### config.mk
export PLATFORM = sky130hd
export DESIGN_NAME = load_store_unit
export DESIGN_NICKNAME = d
export VERILOG_FILES = /design/src/rtl/load_store_unit.sv
export SDC_FILE = /design/constraint.sdc
export NUM_CORES = 1
export LEC_CHECK = 0
export CORE_AREA = 2 2 168 170
export DETAILED_ROUTE_END_ITERATION = 7
export DIE_AREA = 0 0 170 172
export PLACE_DENSITY = 0.49
export SETUP_SLACK_MARGIN = 0.02
export SLEW_MARGIN = 25
export SYNTH_ARGS = -nofsm -noshare
export SYNTH_HDL_FRONTEND = slang
export SYNTH_SLANG_ARGS = --single-unit
### constraint.sdc
create_clock -name clk -period 7 [get_ports clk]
set_input_delay 1.75 -clock clk [delete_from_list [all_inputs] [get_ports clk]]
set_output_delay 1.75 -clock clk [all_outputs]
set_load 0.01 [all_outputs]
### src/rtl/load_store_unit.sv
// load_store_unit
//   Multi-cycle load/store stage between the core datapath and a word-wide
//   data memory bus with a valid/ready handshake. It handles RV32I byte,
//   halfword and word accesses: store lane steering and write strobes, load
//   sign/zero extension, misalignment and illegal-funct3 detection, and a
//   bus timeout.
//
//   State table:
//     IDLE | waiting for req_valid; a request is decoded and latched here
//     REQ  | bus request outstanding, waiting for mem_ready or timeout
//     DONE | result captured; done/rdata/err are published on leaving
//
// Ports:
//   clk, reset            rising-edge clock, async active-high reset
//   req_valid/we/funct3   core access request (held by core until done)
//   req_addr, req_wdata   byte address and store data (rs2)
//   busy                  access in flight, core stalls
//   done, rdata, err      one-cycle completion pulse, result, error flag
//   mem_req/we/addr       word-aligned bus request
//   mem_wstrb, mem_wdata  byte strobes and lane-steered store data
//   mem_ready, mem_rdata  bus completion and read word
module load_store_unit #(
  parameter int ADDR_W  = 32,
  parameter int TIMEOUT = 16
) (
  input  logic              clk,
  input  logic              reset,
  input  logic              req_valid,
  input  logic              req_we,
  input  logic [2:0]        req_funct3,
  input  logic [ADDR_W-1:0] req_addr,
  input  logic [31:0]       req_wdata,
  output logic              busy,
  output logic              done,
  output logic [31:0]       rdata,
  output logic              err,
  output logic              mem_req,
  output logic              mem_we,
  output logic [ADDR_W-1:0] mem_addr,
  output logic [3:0]        mem_wstrb,
  output logic [31:0]       mem_wdata,
  input  logic              mem_ready,
  input  logic [31:0]       mem_rdata
);

  localparam int CNT_W = (TIMEOUT > 1) ? $clog2(TIMEOUT) : 1;
  localparam logic [CNT_W-1:0] CNT_LIMIT = CNT_W'((TIMEOUT > 0) ? TIMEOUT - 1 : 0);

  typedef enum logic [1:0] {IDLE, REQ, DONE} state_t;

  state_t            state, state_nx;
  logic [CNT_W-1:0]  cnt, cnt_nx;
  logic              lat_we, lat_we_nx;
  logic [2:0]        lat_f3, lat_f3_nx;
  logic [1:0]        lat_off, lat_off_nx;
  logic [31:0]       res_data, res_data_nx;
  logic              res_err, res_err_nx;
  logic              done_nx, err_nx;
  logic [31:0]       rdata_nx;
  logic              mem_req_nx, mem_we_nx;
  logic [ADDR_W-1:0] mem_addr_nx;
  logic [3:0]        mem_wstrb_nx;
  logic [31:0]       mem_wdata_nx;

  function automatic logic is_legal(input logic we, input logic [2:0] f3);
    logic ok;
    case (f3)
      3'b000, 3'b001, 3'b010: ok = 1'b1;
      3'b100, 3'b101:         ok = ~we;
      default:                ok = 1'b0;
    endcase
    return ok;
  endfunction

  // Only called for legal funct3, so the size field alone decides alignment.
  function automatic logic is_aligned(input logic [1:0] size, input logic [1:0] off);
    logic ok;
    case (size)
      2'b01:   ok = ~off[0];
      2'b10:   ok = (off == 2'b00);
      default: ok = 1'b1;
    endcase
    return ok;
  endfunction

  function automatic logic [3:0] store_strb(input logic [1:0] size, input logic [1:0] off);
    logic [3:0] s;
    case (size)
      2'b00:   s = 4'b0001 << off;
      2'b01:   s = off[1] ? 4'b1100 : 4'b0011;
      default: s = 4'b1111;
    endcase
    return s;
  endfunction

  function automatic logic [31:0] store_data(input logic [1:0] size, input logic [31:0] w);
    logic [31:0] d;
    case (size)
      2'b00:   d = {4{w[7:0]}};
      2'b01:   d = {2{w[15:0]}};
      default: d = w;
    endcase
    return d;
  endfunction

  function automatic logic [31:0] load_extend(input logic [2:0] f3, input logic [1:0] off,
                                              input logic [31:0] word);
    logic [7:0]  b;
    logic [15:0] h;
    logic [31:0] r;
    case (off)
      2'd0:    b = word[7:0];
      2'd1:    b = word[15:8];
      2'd2:    b = word[23:16];
      default: b = word[31:24];
    endcase
    h = off[1] ? word[31:16] : word[15:0];
    case (f3)
      3'b000:  r = {{24{b[7]}}, b};
      3'b001:  r = {{16{h[15]}}, h};
      3'b100:  r = {24'b0, b};
      3'b101:  r = {16'b0, h};
      default: r = word;
    endcase
    return r;
  endfunction

  always_comb begin
    state_nx     = state;
    cnt_nx       = cnt;
    lat_we_nx    = lat_we;
    lat_f3_nx    = lat_f3;
    lat_off_nx   = lat_off;
    res_data_nx  = res_data;
    res_err_nx   = res_err;
    done_nx      = 1'b0;
    rdata_nx     = rdata;
    err_nx       = err;
    mem_req_nx   = mem_req;
    mem_we_nx    = mem_we;
    mem_addr_nx  = mem_addr;
    mem_wstrb_nx = mem_wstrb;
    mem_wdata_nx = mem_wdata;

    unique case (state)
      IDLE: begin
        if (req_valid) begin
          lat_we_nx  = req_we;
          lat_f3_nx  = req_funct3;
          lat_off_nx = req_addr[1:0];
          if (is_legal(req_we, req_funct3) && is_aligned(req_funct3[1:0], req_addr[1:0])) begin
            state_nx     = REQ;
            cnt_nx       = '0;
            mem_req_nx   = 1'b1;
            mem_we_nx    = req_we;
            mem_addr_nx  = {req_addr[ADDR_W-1:2], 2'b00};
            mem_wstrb_nx = req_we ? store_strb(req_funct3[1:0], req_addr[1:0]) : 4'b0000;
            mem_wdata_nx = req_we ? store_data(req_funct3[1:0], req_wdata) : 32'b0;
          end else begin
            state_nx    = DONE;
            res_err_nx  = 1'b1;
            res_data_nx = '0;
          end
        end
      end
      REQ: begin
        // mem_ready wins over a timeout landing in the same cycle.
        if (mem_ready || (TIMEOUT != 0 && cnt == CNT_LIMIT)) begin
          state_nx     = DONE;
          res_err_nx   = ~mem_ready;
          res_data_nx  = (mem_ready && !lat_we) ? load_extend(lat_f3, lat_off, mem_rdata) : 32'b0;
          mem_req_nx   = 1'b0;
          mem_we_nx    = 1'b0;
          mem_addr_nx  = '0;
          mem_wstrb_nx = '0;
          mem_wdata_nx = '0;
        end else begin
          cnt_nx = cnt + CNT_W'(1);
        end
      end
      DONE: begin
        state_nx = IDLE;
        cnt_nx   = '0;
        done_nx  = 1'b1;
        rdata_nx = res_data;
        err_nx   = res_err;
      end
      default: state_nx = IDLE;
    endcase
  end

  always_ff @(posedge clk or posedge reset) begin
    if (reset) begin
      state     <= IDLE;
      cnt       <= '0;
      lat_we    <= 1'b0;
      lat_f3    <= '0;
      lat_off   <= '0;
      res_data  <= '0;
      res_err   <= 1'b0;
      busy      <= 1'b0;
      done      <= 1'b0;
      rdata     <= '0;
      err       <= 1'b0;
      mem_req   <= 1'b0;
      mem_we    <= 1'b0;
      mem_addr  <= '0;
      mem_wstrb <= '0;
      mem_wdata <= '0;
    end else begin
      state     <= state_nx;
      cnt       <= cnt_nx;
      lat_we    <= lat_we_nx;
      lat_f3    <= lat_f3_nx;
      lat_off   <= lat_off_nx;
      res_data  <= res_data_nx;
      res_err   <= res_err_nx;
      busy      <= (state_nx != IDLE);
      done      <= done_nx;
      rdata     <= rdata_nx;
      err       <= err_nx;
      mem_req   <= mem_req_nx;
      mem_we    <= mem_we_nx;
      mem_addr  <= mem_addr_nx;
      mem_wstrb <= mem_wstrb_nx;
      mem_wdata <= mem_wdata_nx;
    end
  end

endmodule

==> results_dict.tcl <==
set metrics [dict create \
    skew_ps 10.2 \
    min_period_over_period 0.670 \
    routed_via_density 4.56 \
    cts.hold.buffers_added 0 \
    io_buffer_count 206 \
    overflow 0 \
    die_x_um 170 \
    endpoint_kind "register" \
    ios 209 \
    antenna_found_initial 1 \
    mostFrequentLayoutCells "206 x clkdlybuf4s50_1, 182 x nand2_1, 147 x dfrtp_1" \
    wl_per_cell_um 17.7 \
    cp_slowest_stage_delay_ps 720 \
    initial_core_util 0.245 \
    outcome "finished, final reports clean" \
    ys_seq_elements 148 \
    cts_tree "yes" \
    path_max_fanout 68 \
    critPathBufInv 3 \
    clk_pin_slew_worst_paths_ps 60 \
    cts_resized 0 \
    met1_usage 0.206 \
    maxSlewHeadroom 0.397 \
    tns_ps 0 \
    layout.nets 954 \
    drt_iter0_drc 365 \
    finalWorstSetupSlack_ps 2310 \
    hp-class "register to register" \
    worst_slew_pin_slew_ps 905 \
    clock_latency_ps 420 \
    ys_warn_count 0 \
    h-tree-depth 4 \
    synth-edff-count 0 \
    seq_area_frac_synth 0.551 \
    routed-via-count 5500 \
    slowest_stage "nor2_2" \
    required_ps 7300 \
    dp_slack_ps 1820 \
    rows 61 \
    ys_types 48 \
    drt.antenna.violating_nets 0 \
    grt.total_usage 0.150 \
    grt_pass1_vias 5681 \
    met2_usage 0.222 \
    globalRoute.busiestLayer "met2" \
    fmax_mhz 213 \
    crit_type "input pin to register" \
    clock-sinks 148 \
    core_area_sq_um 27500 \
    post_cts_buffers 0 \
    power.total_mw 3.16 \
    maxCapViolCount 0 \
    powerDensity_nw_per_um2 328 \
    synth-async-reset-ratio 1.00 \
    min_period_ps 4690 \
    tritoncts.num_buffers 17 \
    leakage_nw 4.39 \
    worstPathArrival_ps 4990 \
    vdd.ir_drop.worst_mv 0.140 \
    dp_hpwl_um 14600 \
    synth.avg_cell_area_sq_um 10.2 \
    rsz0062_at_grt "false" \
    cts.path.max_buffers 2 \
    final_common_cell "clkdlybuf4s50_1" \
    met3_usage 0.0588 \
    setup_viol 0 \
    wl_um 21300 \
    dr.pass1.iters 4 \
    crit_family "buffers and inverters" \
    area.growth.synth_to_final_pct 43.5 \
    grt_max_degree 69 \
    drive_above_1_share 0.0978 \
    fillers 2811 \
    place.gp.congestion 0.756 \
    cp_cell_sequence "clkdlybuf4s50_1, inv_1, ha_1, nor2_2, a221oi_2, a21boi_4, buf_4, mux2_2" \
    hold_viol_final 0 \
    netlist_area_sq_um 6730 \
    die_y_um 172 \
    synth_cells 660 \
    slew_violations 0 \
    cts_root_buf "clkbuf_16" \
    synthFlopType "dfrtp_1" \
    grt_pass1_wl_um 33400 \
    die-area_sq_um 29200 \
    start_kind "input pin" \
    drcViolationCount 0 \
]
[synthesized netlist by cell type, drive strengths merged, types with 2 or more instances]
| library cell | number | area, sq um |
|---|---|---|
| nand2 | 182 | 683 |
| dfrtp | 148 | 3700 |
| a21oi | 46 | 241 |
| a22o | 36 | 315 |
| mux2 | 35 | 394 |
| inv | 33 | 124 |
| buf | 24 | 148 |
| clkbuf | 23 | 86.3 |
| o22ai | 18 | 113 |
| mux2i | 16 | 160 |
| o21ai | 14 | 70.1 |
| nand2b | 13 | 81.3 |
| a22oi | 9 | 67.6 |
| a221o | 7 | 70.1 |
| nor2 | 7 | 28.8 |
| o221ai | 7 | 61.3 |
| o211ai | 6 | 45.0 |
| nor2b | 5 | 31.3 |
| ha | 4 | 50.1 |
| a211oi | 2 | 15.0 |
| a21o | 2 | 15.0 |
| and2 | 2 | 12.5 |
| or2 | 2 | 12.5 |
| xnor2 | 2 | 17.5 |
[final cells by class]
class	instances	area, sq um	share of cell area
Sequential cell	148	3700	0.384
Clock buffer	19	453	0.0469
Clock inverter	13	136	0.0141
Timing Repair Buffer	213	2110	0.219
Tap cell	346	433	0.0448
Multi-Input combinational cell	433	2680	0.278
Antenna cell	1	2.50	0.000259
Inverter	33	129	0.0134
[path summary, 6_finish.rpt]
check                                    startpoint                         to  slack (ps)  cells after the start
max reg2reg                  lat_off[1]$_DFFE_PP0P_   res_data[15]$_DFFE_PP0P_        4470                      4
min in group asynchronous                     reset   mem_addr[15]$_DFFE_PP0P_        1690                      2
min reg2reg                res_data[25]$_DFFE_PP0P_      rdata[25]$_DFFE_PP0P_         460                      2
max                                   req_funct3[1]  mem_wdata[28]$_DFFE_PP0P_        2310                      8
min                        res_data[25]$_DFFE_PP0P_      rdata[25]$_DFFE_PP0P_         460                      2
max in group asynchronous                     reset   mem_wdata[6]$_DFFE_PP0P_        4070                      3
[cell families (layout without fill, tap and decap cells)]
| family | after synthesis | count (layout) | share of synthesized area |
|---|---|---|---|
| adder cells (fa/ha/maj) | 4 | 4 | 0.00744 |
| flip-flops | 148 | 148 | 0.551 |
| AO/OA/AOI/OAI | 155 | 155 | 0.162 |
| buffers and inverters | 80 | 278 | 0.0532 |
| other | 1 | 3 | 0.000558 |
| AND/OR/NAND/NOR | 217 | 217 | 0.137 |
| XOR/XNOR | 3 | 3 | 0.00391 |
| multiplexers | 52 | 52 | 0.0858 |
[registers in the layout, indices dropped and copies added, names as in the netlist, 2 cells and up]
name / count
lat_f3: 3
cnt: 4
mem_wstrb: 4
rdata: 32
lat_off: 2
res_data: 32
mem_addr: 30
mem_wdata: 32
state: 2
[through the flow]
stage / instance area (sq um) / util / std cells / hold WS, ps
2_1_floorplan: 6730 / - / 661 / 439
3_3_place_gp: 9060 / 0.330 / 1173 / 452
3_5_place_dp: 9060 / 0.330 / 1173 / 451
4_1_cts: 9650 / 0.351 / 1205 / 467
5_1_grt: 9650 / 0.351 / 1205 / 487
6_report: 9650 / 0.351 / 1206 / 463
[where the power goes]
part,total (mW),internal [mW],switching (mW)
Combinational,1.00,0.568,0.432
Sequential,1.24,1.08,0.166
Clock,0.922,0.521,0.401
[metal layers]
metal | vias up | share of wire
met5 | - | 0
met4 | 0 | 0.0090
met3 | 10 | 0.083
met2 | 183 | 0.43
met1 | 2667 | 0.48
li1 | 2640 | -
[worst min-delay path: stages (launching register included)]
cell,delay [ps]
dfrtp_1,340
nand2_1,50
nand2_1,50
(Power assumes the default switching activity.)
